File: src/rtl/fifo_read_ctrl.sv
// -----------------------------------------------------------------------------
// fifo_read_ctrl
//
// Burst read controller that drains a requested number of words from a
// synchronous FIFO and presents them on a valid/ready stream. The FIFO has a
// one-cycle read latency, so words arrive one cycle after the read enable. A
// 2-entry skid buffer absorbs that latency, which allows one word per cycle
// when the stream sink is ready and no more than two words outstanding when
// the sink stalls.
//
// Ports
//   clk_i         : single clock, rising edge
//   rst_n_i       : asynchronous active-low reset (deassertion synchronized
//                   externally)
//   start_i       : burst start pulse, accepted only while idle
//   len_i         : burst length in words, sampled when start is accepted
//   fifo_empty_i  : FIFO empty flag
//   fifo_error_i  : FIFO underflow/overflow flag, folded into sticky err_o
//   fifo_rd_en_o  : FIFO read enable (combinational)
//   fifo_rdata_i  : FIFO read data, valid one cycle after fifo_rd_en_o
//   m_data_o      : stream data (head of the skid buffer)
//   m_valid_o     : stream valid
//   m_ready_i     : stream ready
//   busy_o        : burst in progress (RUN, FLUSH or DONE)
//   done_o        : one-cycle burst-complete pulse
//   rd_cnt_o      : words handed over on the stream in the current/last burst
//   err_o         : sticky FIFO error, cleared by an accepted start or reset
// -----------------------------------------------------------------------------
module fifo_read_ctrl #(
   parameter int WIDTH = 8,
   parameter int LEN_W = 16
) (
   input  logic             clk_i,
   input  logic             rst_n_i,
   input  logic             start_i,
   input  logic [LEN_W-1:0] len_i,
   input  logic             fifo_empty_i,
   input  logic             fifo_error_i,
   output logic             fifo_rd_en_o,
   input  logic [WIDTH-1:0] fifo_rdata_i,
   output logic [WIDTH-1:0] m_data_o,
   output logic             m_valid_o,
   input  logic             m_ready_i,
   output logic             busy_o,
   output logic             done_o,
   output logic [LEN_W-1:0] rd_cnt_o,
   output logic             err_o
);

   typedef enum logic [1:0] {
      IDLE  = 2'd0,
      RUN   = 2'd1,
      FLUSH = 2'd2,
      DONE  = 2'd3
   } state_t;

   state_t           state_q;
   logic [LEN_W-1:0] len_q;
   logic [LEN_W-1:0] issued_q;
   logic [LEN_W-1:0] issued_inc;
   logic [LEN_W-1:0] rd_cnt_q;
   logic             err_q;

   // Skid buffer: entry 0 is always the head of the in-order queue.
   logic [WIDTH-1:0] buf_q [2];
   logic [1:0]       occ_q;
   logic             inflight_q;   // a read was issued on the previous edge

   logic             pop;
   logic             capture;
   logic             rd_en;
   logic [2:0]       level;

   // --------------------------------------------------------------------------
   // Stream side and read-issue decision
   // --------------------------------------------------------------------------
   assign m_valid_o  = (occ_q != 2'd0);
   assign m_data_o   = buf_q[0];
   assign pop        = m_valid_o & m_ready_i;
   assign capture    = inflight_q;
   assign issued_inc = issued_q + LEN_W'(1);

   // Words committed to the buffer once this cycle settles: what is held, plus
   // what is already on its way, minus what leaves now. A new read is allowed
   // only if that leaves room for the word it will bring back.
   always_comb begin
      // NOTE: every signal driven here gets a value on every path first, so no
      // latch can be inferred.
      level = 3'd0;
      rd_en = 1'b0;
      level = {1'b0, occ_q} + {2'b00, inflight_q};
      if ((state_q == RUN) && !fifo_empty_i && (issued_q < len_q) &&
          (level < (3'd2 + {2'b00, pop}))) begin
         rd_en = 1'b1;
      end
   end

   assign fifo_rd_en_o = rd_en;

   // --------------------------------------------------------------------------
   // Control FSM and burst counters
   // --------------------------------------------------------------------------
   // NOTE: sequential state is updated with non-blocking assignments only, so
   // every register samples the pre-edge values of its neighbours.
   always_ff @(posedge clk_i or negedge rst_n_i) begin
      if (!rst_n_i) begin
         state_q  <= IDLE;
         len_q    <= '0;
         issued_q <= '0;
         rd_cnt_q <= '0;
         err_q    <= 1'b0;
      end else begin
         // Handshake count saturates at the burst length.
         if (pop && (rd_cnt_q != len_q)) begin
            rd_cnt_q <= rd_cnt_q + LEN_W'(1);
         end

         case (state_q)
            IDLE: begin
               if (start_i) begin
                  len_q    <= len_i;
                  issued_q <= '0;
                  rd_cnt_q <= '0;
                  err_q    <= 1'b0;
                  state_q  <= (len_i == '0) ? DONE : RUN;
               end
            end
            RUN: begin
               if (rd_en) begin
                  issued_q <= issued_inc;
                  // issued < len whenever a read is issued, so this cannot wrap.
                  if (issued_inc == len_q) begin
                     state_q <= FLUSH;
                  end
               end
            end
            FLUSH: begin
               if (!inflight_q && (occ_q == 2'd0)) begin
                  state_q <= DONE;
               end
            end
            DONE: begin
               state_q <= IDLE;
            end
            default: begin
               state_q <= IDLE;
            end
         endcase

         // Placed last so an error on the same edge as a start still sticks.
         if (fifo_error_i) begin
            err_q <= 1'b1;
         end
      end
   end

   // --------------------------------------------------------------------------
   // Skid buffer datapath
   // --------------------------------------------------------------------------
   always_ff @(posedge clk_i or negedge rst_n_i) begin
      if (!rst_n_i) begin
         // NOTE: the buffer entries are reset because entry 0 drives m_data_o
         // directly and must read as zero out of reset.
         buf_q[0]   <= '0;
         buf_q[1]   <= '0;
         occ_q      <= 2'd0;
         inflight_q <= 1'b0;
      end else begin
         inflight_q <= rd_en;
         case ({capture, pop})
            2'b10: begin
               // Append at the tail.
               if (occ_q == 2'd0) begin
                  buf_q[0] <= fifo_rdata_i;
               end else begin
                  buf_q[1] <= fifo_rdata_i;
               end
               occ_q <= occ_q + 2'd1;
            end
            2'b01: begin
               // Advance the queue; a stale entry 1 is harmless once invalid.
               buf_q[0] <= buf_q[1];
               occ_q    <= occ_q - 2'd1;
            end
            2'b11: begin
               // Simultaneous pop and capture: occupancy unchanged, order kept.
               if (occ_q == 2'd1) begin
                  buf_q[0] <= fifo_rdata_i;
               end else begin
                  buf_q[0] <= buf_q[1];
                  buf_q[1] <= fifo_rdata_i;
               end
            end
            default: begin
            end
         endcase
      end
   end

   // --------------------------------------------------------------------------
   // Status outputs, decoded from registered state
   // --------------------------------------------------------------------------
   assign busy_o   = (state_q != IDLE);
   assign done_o   = (state_q == DONE);
   assign rd_cnt_o = rd_cnt_q;
   assign err_o    = err_q;

endmodule
File: config.mk
export PLATFORM = sky130hd
export DESIGN_NAME = fifo_read_ctrl
export DESIGN_NICKNAME = d
export VERILOG_FILES = /design/src/rtl/fifo_read_ctrl.sv
export SDC_FILE = /design/constraint.sdc
export NUM_CORES = 1
export LEC_CHECK = 0
export ABC_AREA = 1
export CAP_MARGIN = 5
export CORE_AREA = 2 2 108 110
export CTS_BUF_LIST = sky130_fd_sc_hd__clkbuf_8
export DETAILED_ROUTE_END_ITERATION = 6
export DIE_AREA = 0 0 110 112
export DONT_BUFFER_PORTS = 1
export MAX_ROUTING_LAYER = met4
export PLACE_DENSITY_LB_ADDON = 0.25
export SYNTH_ARGS = -nofsm -noshare
export SYNTH_HDL_FRONTEND = slang
export SYNTH_SLANG_ARGS = --single-unit
File: constraint.sdc
create_clock -name clk_i -period 1.8 [get_ports clk_i]
set_input_delay 0.54 -clock clk_i [delete_from_list [all_inputs] [get_ports clk_i]]
set_output_delay 0.54 -clock clk_i [all_outputs]
set_load 0.01 [all_outputs]
### Word level (Yosys, flattened, before mapping)

Index checks and enable logic that the tools add are counted.

| cells by class | value |
|---|---|
| add/sub/neg operators | 6 |
| order comparisons | 2 |
| mux-type cells | 23 |
| equality and inequality tests | 16 |
| bitwise gates (word level) | 1 |
| reduce and logical (&&, ||, !) cells | 24 |

Operators by type and width:

| kind | count |
|---|---|
| 16-bit two-way mux | 5 |
| 16-bit by 1-bit adder with 16-bit output, second input constant | 2 |
| 8-bit two-way mux | 4 |
| 16-bit case mux with 2 select lines | 1 |
| 8-bit case mux with 3 select lines | 1 |
| 16-bit == test | 1 |
| 16-bit logical NOT | 1 |
| 16-bit less-than comparator | 1 |
| 16-bit != test | 1 |
| 8-bit case mux with 2 select lines | 1 |
| 2-bit nonzero test | 7 |
| 2-bit != test, second input constant | 6 |
| 2-bit two-way mux | 5 |
| 2-bit == test, second input constant | 4 |
| 2-bit case mux with 4 select lines | 1 |
| 2-bit by 1-bit == test with 1-bit output, second input constant | 3 |
| 2-bit AND reduction | 3 |
| 3-bit AND reduction | 2 |
| 1-bit logical AND | 5 |
| 2-bit logical NOT | 2 |
| 1-bit two-way mux | 4 |
| 2-bit case mux with 2 select lines | 1 |
| 4-bit AND reduction | 1 |
| 2-bit by 1-bit adder with 3-bit output | 1 |
| other kinds (8) | 9 |

| word-level totals | value |
|---|---|
| bits of input ports | 30 |
| word-level logic and storage cells | 81 |
| output and inout port bits | 29 |
| register bits after elaboration | 70 |

### Logic depth before layout (Yosys ltp)

| logic depth | value |
|---|---|
| word-level depth | 8 |
| depth in mapped cells | 16 |

### Least setup slack after synthesis

No wires, ideal clock.

| timing path | value |
|---|---|
| kind | reg-to-output |
| start | register occ_q[0] |
| end | output port fifo_rd_en_o |
| path slack | -0.173 ns |
| stages on the path, launching flop included | 9 |
| arrival | 1.433 ns |
| data required time | 1.260 ns |
| path buffers | 0 |
| path through | dfrtp_1 inv_1 ha_1 inv_2 nand2_2 or2_0 a21oi_1 nand4_1 inv_1 |

| on the way | value |
|---|---|
| longest elaborated chain between the ends | 6 |
| elaborated cells on any way between the ends | 7 |
| classes of those cells | 2 x add/sub; 1 x order compare; 1 x mux; 1 x bitwise; 2 x reduce/logical |

RTL lines:

| item | line | RTL |
|---|---|---|
| from (decl) | 66 | `logic [1:0] occ_q;` |
| from (signal assigned) | 178 | `occ_q <= occ_q + 2'd1;` |
| from (signal assigned) | 183 | `occ_q <= occ_q - 2'd1;` |
| 2-bit nonzero test | 77 | `assign m_valid_o = (occ_q != 2'd0);` |
| via m_valid_o | 42 | `output logic m_valid_o,` |
| 1-bit AND | 79 | `assign pop = m_valid_o & m_ready_i;` |
| 2-bit by 1-bit adder with 3-bit output | 93 | `(level < (3'd2 + {2'b00, pop}))) begin` |
| 3-bit less-than comparator | 93 |  |
| 1-bit logical AND | 92 | `if ((state_q == RUN) && !fifo_empty_i && (issued_q < len_q) &&` |
| 1-bit two-way mux | 92 |  |
| to (decl) | 39 | `output logic fifo_rd_en_o,` |

The timed path passes the listed nets, and every way through them passes these cells.

### Worst setup path after layout

| timing path | value |
|---|---|
| start | register len_q[3] |
| end | output port fifo_rd_en_o |

| on the way | value |
|---|---|
| longest elaborated chain between the ends | 4 |

RTL lines:

| item | line | RTL |
|---|---|---|
| from (decl) | 58 | `logic [LEN_W-1:0] len_q;` |
| from (signal assigned) | 121 | `len_q <= len_i;` |
| 16-bit less-than comparator | 92 |  |
| 1-bit logical AND (2 in a row) | 92 |  |
| 1-bit two-way mux | 92 |  |

No other way between the ends.

==> metrics.md <==
| Metric | Value |
|---|---|
| Run status | complete, but fails checks |
| Failing checks | negative hold slack, negative setup slack |
| Synth Net Count | 686 |
| Synth Flop Type | dfrtp_1 |
| CTS max path bufs | 2 |
| RSZ-0062 raised after global routing | true |
| Clock Skews | between 10 and 15 ps |
| Yosys top cell area share | 37.1% |
| Vias in the first global route | 4,720 |
| Ys async rst share | 100% |
| Largest cells by area after synthesis | dfrtp_1, nand2_1, ha_1 |
| Area of the core | around 11,000 um^2 |
| Yosys reg bits | 70 |
| Post-DR wirelength/cell | between 15 and 20 um |
| Die X-Extent | 110 um |
| GRT Total Usage | 24.6% |
| Rows | 39 |
| Fin nets | 809 |
| Vias/cell | 5.22 |
| # IOs | 59 |
| CTS tree | yes |
| Leak Pwr | 3.13 nW |
| Count leader, synth | nand2_1 |
| Placer Congestion | 0.893 |
| Power Density | about 1500 nW/um^2 |
| Gr ovfl total | 0 |
| Clk slew on worst S/H paths | 80 ps |
| Avg Inst Size Synth | between 7 and 8 um^2 |
| Post-synthesis mux area share | around 1.9% |
| Worst reg2reg setup slack | -410 ps |
| Max Slew Vio Count | 0 |
| Synth Instances | 627 |
| Max cap viols | 0 |
| Post-synth EDFFs | 0 |
| Hold/Removal Path Class | in2async |
| Post-Syn Area | 4730 um^2 |
| Final Cycle Share | 130% |
| Hold WS | -129 ps |
| Layout fillers | 980 |
| Setup violations, final | 30 |
| Synth unique cells | 33 |
| Die Height | 112 um |
| Sequential standard cell area | 1750 um^2 |
| Main combinational cell family by area after synthesis | simple AND/OR/NAND/NOR gates |
| Largest net degree at the start of global routing | 71 |
| Starting density of the core | between 40% and 50% |
| Sequential area share after synthesis | a little under two fifths |
| Area of the multi-input gates | 3020 um^2 |
| Total Power | 9.96 mW |
| Setup ws final | -533 ps |
| Worst VDD drop | slightly below 900 uV |
| Final HPWL DP | 9830 um |
| Share of layout cells above drive strength 1 | 36.0% |
| Final hold viol count | 70 |
| Synth Area in Compound Gates | between 10% and 20% |
| DR iter-0 viols | a little over 300 |
| Rel. slew slack | 58.3% |
| Antenna-violating nets left | 0 |
| WS Path Type | reg2out |
| Num CTS Buffers | 9 |
| N_diodes | 0 |
| WP data arrival | approximately 1800 ps |
| Fin util | 59.2% |
| Period minus WS final | 2330 ps |
| Worst-margin pin slew | 619 ps |
| Area grow syn2layout | 40.0% |
| Clk sink count | 70 |
| Commonest cells in the synthesized netlist | nand2_1, inv_1, dfrtp_1 |
| CP endpoint kind | output port |
| Syn. warnings | 0 |
| Drt total wl | ~14,000 um |
| Clk_lat worst skew | 360 ps |
| IO Port Bufs | 0 |
| Max Freq | 0.429 GHz |
| Largest area contributor in the netlist | dfrtp_1 |
| Synth Area in Simple Gates | 27.4% |
| Worst Path Required | 1260 ps |
| Root buffer cell | clkbuf_8 |
| Initial antenna violation count | 0 |
| Via Count | ~4,700 |
| First-pass GRT wire length | 22,900 um |
| H-tree levels | 3 |
| Die area | 12,300 um^2 |
| Worst Path Max Fanout | 3 |
| Adder-Cell Fraction of Synth Area | 7.68% |
| Post-route setup TNS | -7560 ps |
| Residual DRC | 0 |
| Drt first pass iters | 5 |
| Critical path launch point type | flop |
| Xor/xnor share of the synthesized area | 5.00% |
[worst paths after layout]
check / depth (start not counted) / from / to
setup / recovery: 9 / len_q[3] / fifo_rd_en_o
hold / removal: 0 / rst_n_i / issued_q[8]
setup reg to reg: 14 / len_q[3] / issued_q[11]
hold reg to reg: 2 / buf_q[2] / buf_q[2]
max in group asynchronous: 0 / rst_n_i / rd_cnt_o[5]
min in group clk_i: 1 / start_i / rd_cnt_o[9]
[sequential cells by signal, indices dropped and copies added (netlist names)]
signal,flops
rd_cnt_o,16
capture,1
occ_q,2
len_q,16
state_q,2
issued_q,16
buf_q,8
err_o,1
m_data_o,8
[critical path, stage by stage, from the launching register on]
cell and delay, ps:
dfrtp_1 390, inv_1 80, ha_1 240, a21oi_1 140, o21ai_1 80, nand2_1 70
nand2_1 80, nand2_1 80, nand4_1 130, inv_2 150
[what timing repair did]
item                                    4_1_cts  5_1_grt
resized for setup                            78       65
endpoints found under the hold margin        70       70
buffers inserted                             21       10
pin swaps                                    26       23
cloned                                        4        0
endpoints found under the setup margin       48       52
[area by class of cell]
type	instances	area share [%]
multi-input combinational	458	45.7
clock buffer	11	2.29
inverter	79	4.71
clock inverter	5	0.738
tap	143	2.70
timing repair buffer	132	17.4
sequential	70	26.5
[stage by stage]
stage               cells  cell area, um^2  setup WS (ps)
floorplan             627             4800           -142
global placement      855             5670           -268
detailed placement    855             5670           -338
CTS                   891             6400           -543
global route          898             6620           -683
finish                898             6620           -533
[per-layer routing]
layer | vias up | part of all wire, % | GRT usage, %
met5 | - | 0 | -
met4 | 0 | 1.6 | 5.91
met3 | 25 | 6.2 | 5.27
li1 | 2298 | - | -
met1 | 2228 | 42 | 30.5
met2 | 136 | 50 | 40.7
[power breakdown]
part           switching [mW]  total, mW  internal [mW]
Sequential              0.465       2.58           2.11
Clock                   0.629       1.33          0.704
Combinational            3.11       6.05           2.94
Total                    4.20       9.96           5.76
[cells by family after synthesis]
| family | after synthesis |
|---|---|
| AND/OR/NAND/NOR | 300 |
| buffers and inverters | 99 |
| AO/OA/AOI/OAI | 94 |
| flip-flops | 70 |
| adder cells (fa/ha/maj) | 29 |
| XOR/XNOR | 27 |
| multiplexers | 8 |
[layout by cell type, fill, tap and decap left out, types with 7 or more instances in the layout]
cell	n
a21oi_1	15
buf_4	112
buf_6	12
clkbuf_8	11
dfrtp_1	69
ha_1	21
ha_4	8
inv_1	68
inv_2	9
mux2_4	8
nand2_1	141
nand2_2	24
nand2_4	12
nand3_1	33
nand4_1	16
nor2_1	37
nor2_2	8
nor3_1	7
nor4_1	8
o21ai_0	24
o21ai_1	14
o21ai_2	22
o22ai_2	7
xnor2_1	9
xor2_1	17
Note: power is estimated with default switching activity, not from simulation.
